## src/rtl/cpu_mem_pkg.sv

```systemverilog
// Shared store-path definitions: access-size encodings, store FSM states and
// the size-to-byte-count helper.
package cpu_mem_pkg;

   localparam logic [1:0] SIZE_B = 2'b00;
   localparam logic [1:0] SIZE_H = 2'b01;
   localparam logic [1:0] SIZE_W = 2'b10;
   localparam logic [1:0] SIZE_D = 2'b11;

   typedef enum logic [1:0] {
      ST_IDLE  = 2'b00,
      ST_BEAT1 = 2'b01,
      ST_BEAT2 = 2'b10
   } state_e;

   function automatic logic [3:0] size_bytes(input logic [1:0] size);
      logic [3:0] n;
      case (size)
         SIZE_B:  n = 4'd1;
         SIZE_H:  n = 4'd2;
         SIZE_W:  n = 4'd4;
         default: n = 4'd8;
      endcase
      return n;
   endfunction

endpackage

```

## src/rtl/store_lane_calc.sv

```systemverilog
// Combinational lane math for one store: byte enables and shifted data for the
// low beat and for the spill-over beat when the access crosses the word.
module store_lane_calc
   import cpu_mem_pkg::*;
#(
   parameter int  DATA_W           = 32,
   parameter int  SPLIT_MISALIGNED = 0,
   localparam int NB               = DATA_W / 8,
   localparam int OW               = $clog2(NB)
) (
   input  logic [1:0]        size,
   input  logic [OW-1:0]     offset,
   input  logic [DATA_W-1:0] data,
   output logic [NB-1:0]     be,
   output logic [DATA_W-1:0] wdata,
   output logic [NB-1:0]     hi_be,
   output logic [DATA_W-1:0] hi_wdata,
   output logic              crosses,
   output logic              misaligned
);

   logic [3:0]          nbytes_s;
   logic [3:0]          off_ext_s;
   logic [NB-1:0]       lane_mask_s;
   logic [DATA_W-1:0]   data_mask_s;
   logic [2*NB-1:0]     be_wide_s;
   logic [2*DATA_W-1:0] data_wide_s;
   logic                illegal_s;
   logic                unaligned_s;

   // Double-width shifts so the upper half directly yields the second beat.
   always_comb begin
      nbytes_s    = size_bytes(size);
      off_ext_s   = 4'(offset);
      lane_mask_s = '0;
      data_mask_s = '0;
      for (int i = 0; i < NB; i++) begin
         lane_mask_s[i] = (4'(i) < nbytes_s);
      end
      for (int i = 0; i < NB; i++) begin
         data_mask_s[8*i +: 8] = {8{lane_mask_s[i]}};
      end
      be_wide_s   = {{NB{1'b0}}, lane_mask_s} << offset;
      data_wide_s = {{DATA_W{1'b0}}, data & data_mask_s} << {offset, 3'b000};
      unaligned_s = ((off_ext_s & (nbytes_s - 4'd1)) != 4'd0);
      illegal_s   = (size == SIZE_D) && (NB < 8);
      be          = be_wide_s[NB-1:0];
      hi_be       = be_wide_s[2*NB-1:NB];
      wdata       = data_wide_s[DATA_W-1:0];
      hi_wdata    = data_wide_s[2*DATA_W-1:DATA_W];
      crosses     = |be_wide_s[2*NB-1:NB];
      if (illegal_s) begin
         misaligned = 1'b1;
      end else if (SPLIT_MISALIGNED == 0) begin
         misaligned = unaligned_s;
      end else begin
         misaligned = 1'b0;
      end
   end

endmodule

```

## src/rtl/store_lane_unit.sv

```systemverilog
// Store byte-lane unit: turns accepted stores into registered valid/ready memory
// beats, splitting word-crossing stores or flagging them as address errors.
module store_lane_unit
   import cpu_mem_pkg::*;
#(
   parameter int DATA_W           = 32,
   parameter int ADDR_W           = 32,
   parameter int SPLIT_MISALIGNED = 0
) (
   input  logic                clk,
   input  logic                rst_n,
   input  logic                flush,
   input  logic                req_valid,
   output logic                req_ready,
   input  logic [1:0]          req_size,
   input  logic [ADDR_W-1:0]   req_addr,
   input  logic [DATA_W-1:0]   req_data,
   output logic                mem_valid,
   input  logic                mem_ready,
   output logic [ADDR_W-1:0]   mem_addr,
   output logic [DATA_W/8-1:0] mem_be,
   output logic [DATA_W-1:0]   mem_wdata,
   output logic                mem_last,
   output logic                misalign_exc,
   output logic [ADDR_W-1:0]   bad_addr
);

   localparam int NB = DATA_W / 8;
   localparam int OW = $clog2(NB);

   logic [NB-1:0]     c_be_s;
   logic [NB-1:0]     c_hi_be_s;
   logic [DATA_W-1:0] c_wdata_s;
   logic [DATA_W-1:0] c_hi_wdata_s;
   logic              c_crosses_s;
   logic              c_misaligned_s;

   state_e            state_q, state_d;
   logic              mem_valid_q, mem_valid_d;
   logic [ADDR_W-1:0] mem_addr_q, mem_addr_d;
   logic [NB-1:0]     mem_be_q, mem_be_d;
   logic [DATA_W-1:0] mem_wdata_q, mem_wdata_d;
   logic              mem_last_q, mem_last_d;
   logic [NB-1:0]     hi_be_q, hi_be_d;
   logic [DATA_W-1:0] hi_wdata_q, hi_wdata_d;
   logic              misalign_exc_q, misalign_exc_d;
   logic [ADDR_W-1:0] bad_addr_q, bad_addr_d;

   logic beat_done_s;
   logic accept_s;

   store_lane_calc #(
      .DATA_W           (DATA_W),
      .SPLIT_MISALIGNED (SPLIT_MISALIGNED)
   ) u_calc (
      .size       (req_size),
      .offset     (req_addr[OW-1:0]),
      .data       (req_data),
      .be         (c_be_s),
      .wdata      (c_wdata_s),
      .hi_be      (c_hi_be_s),
      .hi_wdata   (c_hi_wdata_s),
      .crosses    (c_crosses_s),
      .misaligned (c_misaligned_s)
   );

   // Ready also opens while the final beat retires, so stores stream without a bubble.
   assign beat_done_s = mem_valid_q & mem_ready;
   assign req_ready   = (state_q == ST_IDLE) | (beat_done_s & mem_last_q);
   assign accept_s    = req_valid & req_ready & ~flush;

   assign mem_valid    = mem_valid_q;
   assign mem_addr     = mem_addr_q;
   assign mem_be       = mem_be_q;
   assign mem_wdata    = mem_wdata_q;
   assign mem_last     = mem_last_q;
   assign misalign_exc = misalign_exc_q;
   assign bad_addr     = bad_addr_q;

   // Next-state and next-output logic for the beat sequencer.
   always_comb begin
      state_d        = state_q;
      mem_valid_d    = mem_valid_q;
      mem_addr_d     = mem_addr_q;
      mem_be_d       = mem_be_q;
      mem_wdata_d    = mem_wdata_q;
      mem_last_d     = mem_last_q;
      hi_be_d        = hi_be_q;
      hi_wdata_d     = hi_wdata_q;
      misalign_exc_d = 1'b0;
      bad_addr_d     = bad_addr_q;
      if (flush) begin
         state_d     = ST_IDLE;
         mem_valid_d = 1'b0;
      end else if (accept_s) begin
         if (c_misaligned_s) begin
            misalign_exc_d = 1'b1;
            bad_addr_d     = req_addr;
            state_d        = ST_IDLE;
            mem_valid_d    = 1'b0;
         end else begin
            state_d     = ST_BEAT1;
            mem_valid_d = 1'b1;
            mem_addr_d  = {req_addr[ADDR_W-1:OW], {OW{1'b0}}};
            mem_be_d    = c_be_s;
            mem_wdata_d = c_wdata_s;
            mem_last_d  = ~c_crosses_s;
            hi_be_d     = c_hi_be_s;
            hi_wdata_d  = c_hi_wdata_s;
         end
      end else begin
         case (state_q)
            ST_IDLE: begin
               mem_valid_d = 1'b0;
            end
            ST_BEAT1: begin
               if (beat_done_s && mem_last_q) begin
                  state_d     = ST_IDLE;
                  mem_valid_d = 1'b0;
               end else if (beat_done_s) begin
                  state_d     = ST_BEAT2;
                  mem_addr_d  = mem_addr_q + ADDR_W'(NB);
                  mem_be_d    = hi_be_q;
                  mem_wdata_d = hi_wdata_q;
                  mem_last_d  = 1'b1;
               end else begin
                  state_d = ST_BEAT1;
               end
            end
            ST_BEAT2: begin
               if (beat_done_s) begin
                  state_d     = ST_IDLE;
                  mem_valid_d = 1'b0;
               end else begin
                  state_d = ST_BEAT2;
               end
            end
            default: begin
               state_d     = ST_IDLE;
               mem_valid_d = 1'b0;
            end
         endcase
      end
   end

   // State and output registers with asynchronous clear.
   always_ff @(posedge clk or negedge rst_n) begin
      if (!rst_n) begin
         state_q        <= ST_IDLE;
         mem_valid_q    <= 1'b0;
         mem_addr_q     <= '0;
         mem_be_q       <= '0;
         mem_wdata_q    <= '0;
         mem_last_q     <= 1'b0;
         hi_be_q        <= '0;
         hi_wdata_q     <= '0;
         misalign_exc_q <= 1'b0;
         bad_addr_q     <= '0;
      end else begin
         state_q        <= state_d;
         mem_valid_q    <= mem_valid_d;
         mem_addr_q     <= mem_addr_d;
         mem_be_q       <= mem_be_d;
         mem_wdata_q    <= mem_wdata_d;
         mem_last_q     <= mem_last_d;
         hi_be_q        <= hi_be_d;
         hi_wdata_q     <= hi_wdata_d;
         misalign_exc_q <= misalign_exc_d;
         bad_addr_q     <= bad_addr_d;
      end
   end

endmodule

```

## config.mk

```make
export PLATFORM = sky130hd
export DESIGN_NAME = store_lane_unit
export DESIGN_NICKNAME = d
export VERILOG_FILES = /design/src/rtl/cpu_mem_pkg.sv /design/src/rtl/store_lane_calc.sv /design/src/rtl/store_lane_unit.sv
export SDC_FILE = /design/constraint.sdc
export NUM_CORES = 1
export LEC_CHECK = 0
export CAP_MARGIN = 20
export CELL_PAD_IN_SITES_DETAIL_PLACEMENT = 0
export CELL_PAD_IN_SITES_GLOBAL_PLACEMENT = 1
export CORE_ASPECT_RATIO = 1.5
export CORE_MARGIN = 3
export CORE_UTILIZATION = 39
export CTS_BUF_LIST = sky130_fd_sc_hd__clkbuf_8
export DETAILED_ROUTE_END_ITERATION = 8
export PLACE_DENSITY = 0.81
export REMOVE_ABC_BUFFERS = 1
export SLEW_MARGIN = 10
export SYNTH_ARGS = -nofsm -noshare
export SYNTH_HDL_FRONTEND = slang
export SYNTH_SLANG_ARGS = --single-unit
```

## constraint.sdc

```tcl
create_clock -name clk -period 2.9 [get_ports clk]
set_clock_uncertainty 0.1 [all_clocks]
set_input_delay 0.58 -clock clk [delete_from_list [all_inputs] [get_ports clk]]
set_output_delay 0.58 -clock clk [all_outputs]
set_load 0.005 [all_outputs]
```

==> results.ini <==
[layout]
area_delta_synth_final_pct = 37.6
n_fill_cell = 1531
fin_nets = 969
drive_gt1_share_pct = 19.0
fin_util_pct = 54.8
num_antenna_cells = 0

[detailed_routing]
drtPass1Iterations = 5
post_drt_via_cell_ratio = 5.68
drcViolationCount = 0
postRouteAntennaNets = 0
routed_wl_mm = 21.1
detail_route.wl_per_cell_microns = 18.9
via_count = 6339
drtIter0Drc = 362

[timing]
relSlewSlack_pct = 42.8
setup_tns_ns = 0
slew_violations = 0
max_clock_freq_ghz = 0.366
period_minus_slack_ns = 2.73
hold_viol_final = 0
fin_ws_ns = 0.170
finalCritPeriodShare_pct = 94.1
worst_pin_slew_ns = 0.853
rsz0062_at_grt = no
finalSetupViolations = 0
whs_ns = 0.380

[clocking]
cts_setup_buffers = 0
clockRootBuffer = clkbuf_8
h-tree-depth = 4
clk_latency_ns = 0.45
cts_tree = built
cts.sinks = 130
clk_pin_slew_ns = 0.08
clk_path_buf_depth = 2
numCtsBuffers = 17

[floorplanning]
die_w_microns = 115
row_count = 59
pin_count = 175
core_sq_um = 17300
die_y_microns = 169
start_util_pct = 39.8
die-area_sq_um = 19400

[worst_setup_path]
critPathLaunch = req_size[1]
reg2reg_depth = 7
critPathKind = in -> reg
required_ns = 3.15
timing.rr.start = state_q[0]
cp.arrival_ns = 2.98
startpoint_type = input pin
critPathCapture = mem_addr[27]
r2r_slack_ns = 0.41
critPathMaxFanout = 20
end_kind = flip-flop
r2r-end = mem_wdata[2]

[placed_design]
numPortBuffers = 172
place_hpwl_mm = 15.6
routabilityCongestion = 0.923
dp_slack_ns = -0.261

[synthesis]
yosys_warnings = 0
synth-seq-area-share_pct = 47.1
ys.flop_type = dfrtp_1
synthArstFlopShare_pct = 100
syn-instance-count = 713
synth.avg_cell_area_sq_um = 9.69
netlist_area_sq_um = 6910
synth.distinct_cells = 56
synth_edf_count = 0
ys_seq_elements = 130

[job]
maxCapViolCount = 0

[min_path]
hp-class = reg -> reg

[power_and_ir_drop]
p_leak_nw = 3.89
powerDensity_nw_per_um2 = 633
irDropWorstVdd_v = 0.000387

[global_route]
grt_use_total_pct = 22.1
grt_pass1_vias = 6626
grt_max_degree = 74
grt_pass1_wl_mm = 34.3
overflow = 0
grt_antenna_before_repair = 0

[run_status]
status = completed

-- registers in the layout (all words and copies together) (netlist names) --
register      cells
bad_addr         32
mem_wdata        32
mem_addr         30
hi_wdata_q       24
mem_be            4
hi_be_q           3
state_q           2
mem_last          1
mem_valid         1
misalign_exc      1
-- what timing repair did --
item,4_1_cts,5_1_grt
resized for setup,0,1
setup endpoints to repair,0,1
hold buffers,1,0
hold endpoints to repair,13,0
-- cell usage in the layout, fill, tap and decap left out, drive strengths merged, types with 14 or more instances in the layout --
cell type and instances:
a21oi 53, a2bb2oi 15, buf 50, clkbuf 18, clkdlybuf4s50 171, dfrtp 130, inv 15, mux2 39
nand2 102, nand3 18, nand4 14, nor2 31, o21ai 64, o22ai 25, o31ai 20
-- synthesized netlist by cell type, types with 11 or more instances --
library cell	n	area, sq um
nor2_1	28	105
nand4_1	14	87.6
and3_1	13	81.3
o31ai_2	11	138
o22ai_1	25	156
a21oi_2	13	114
inv_1	15	56.3
o21ai_0	62	310
mux2_2	39	439
nand2_1	102	383
buf_2	12	60.1
a21oi_1	40	200
dfrtp_1	130	3250
a22oi_1	13	97.6
clkbuf_1	34	128
nand3_1	18	90.1
and2_1	13	81.3
a2bb2oi_2	14	210
-- critical path: stages --
cell,delay [ns]
clkdlybuf4s50_1,0.46
nor2_1,0.23
inv_1,0.07
ha_1,0.28
nor2b_1,0.07
or4_4,0.53
buf_4,0.17
a21oi_4,0.16
buf_12,0.18
nor2_1,0.06
a211oi_1,0.20
-- final cells by class --
type,instances,area [sq um],share of cell area [%]
well taps,213,267,2.80
repair buffers,222,2220,23.4
multi-input cells,506,3320,35.0
inverters,15,56.3,0.592
clock inverters,13,139,1.46
clock buffers,18,248,2.61
flip-flops and latches,130,3250,34.2
-- where the power goes --
| part | internal [mW] | switching, mW | leakage, nW | total [mW] |
|---|---|---|---|---|
| combinational | 1.15 | 0.756 | 2.06 | 1.90 |
| sequential | 2.21 | 0.371 | 1.64 | 2.58 |
| clock | 0.778 | 0.757 | 0.183 | 1.53 |
| total | 4.13 | 1.88 | 3.89 | 6.02 |
-- kinds of logic after synthesis --
| logic type | count (synthesis) | synth area share [%] |
|---|---|---|
| compound gates | 233 | 24.1 |
| fa+ha+maj | 7 | 1.25 |
| buf+inv | 78 | 5.34 |
| flops | 130 | 47.1 |
| mux | 44 | 7.08 |
| other cells | 1 | 0.0543 |
| simple gates | 220 | 15.1 |
-- stage by stage --
step | std cells | power, mW | cell area [sq um]
after floorplan | 651 | 3.28 | 6600
after CTS | 1117 | 6.08 | 9500
after global routing | 1117 | 6.37 | 9510
after global placement | 1085 | 4.47 | 9110
final | 1117 | 6.02 | 9510
after detailed placement | 1085 | 4.53 | 9110
-- worst min-delay path by stage --
stage | depth (start not counted) | from | endpoint
after floorplan | 0 | rst_n | bad_addr[0]
after global placement | 1 | rst_n | bad_addr[13]
after detailed placement | 1 | rst_n | bad_addr[15]
after CTS | 1 | mem_be[3] | mem_be[3]
after global routing | 1 | mem_be[3] | mem_be[3]
final | 1 | mem_be[3] | mem_be[3]
-- per-layer routing --
| metal | up-vias | share of wire [%] | track usage [%] |
|---|---|---|---|
| met5 | - | 0 | 0 |
| met4 | 0 | 2.0 | 8.11 |
| met3 | 38 | 7.4 | 4.97 |
| met2 | 292 | 51 | 37.7 |
| met1 | 3055 | 40 | 27.2 |
| li1 | 2954 | - | - |
No activity file was read; power rests on OpenSTA's default activity.
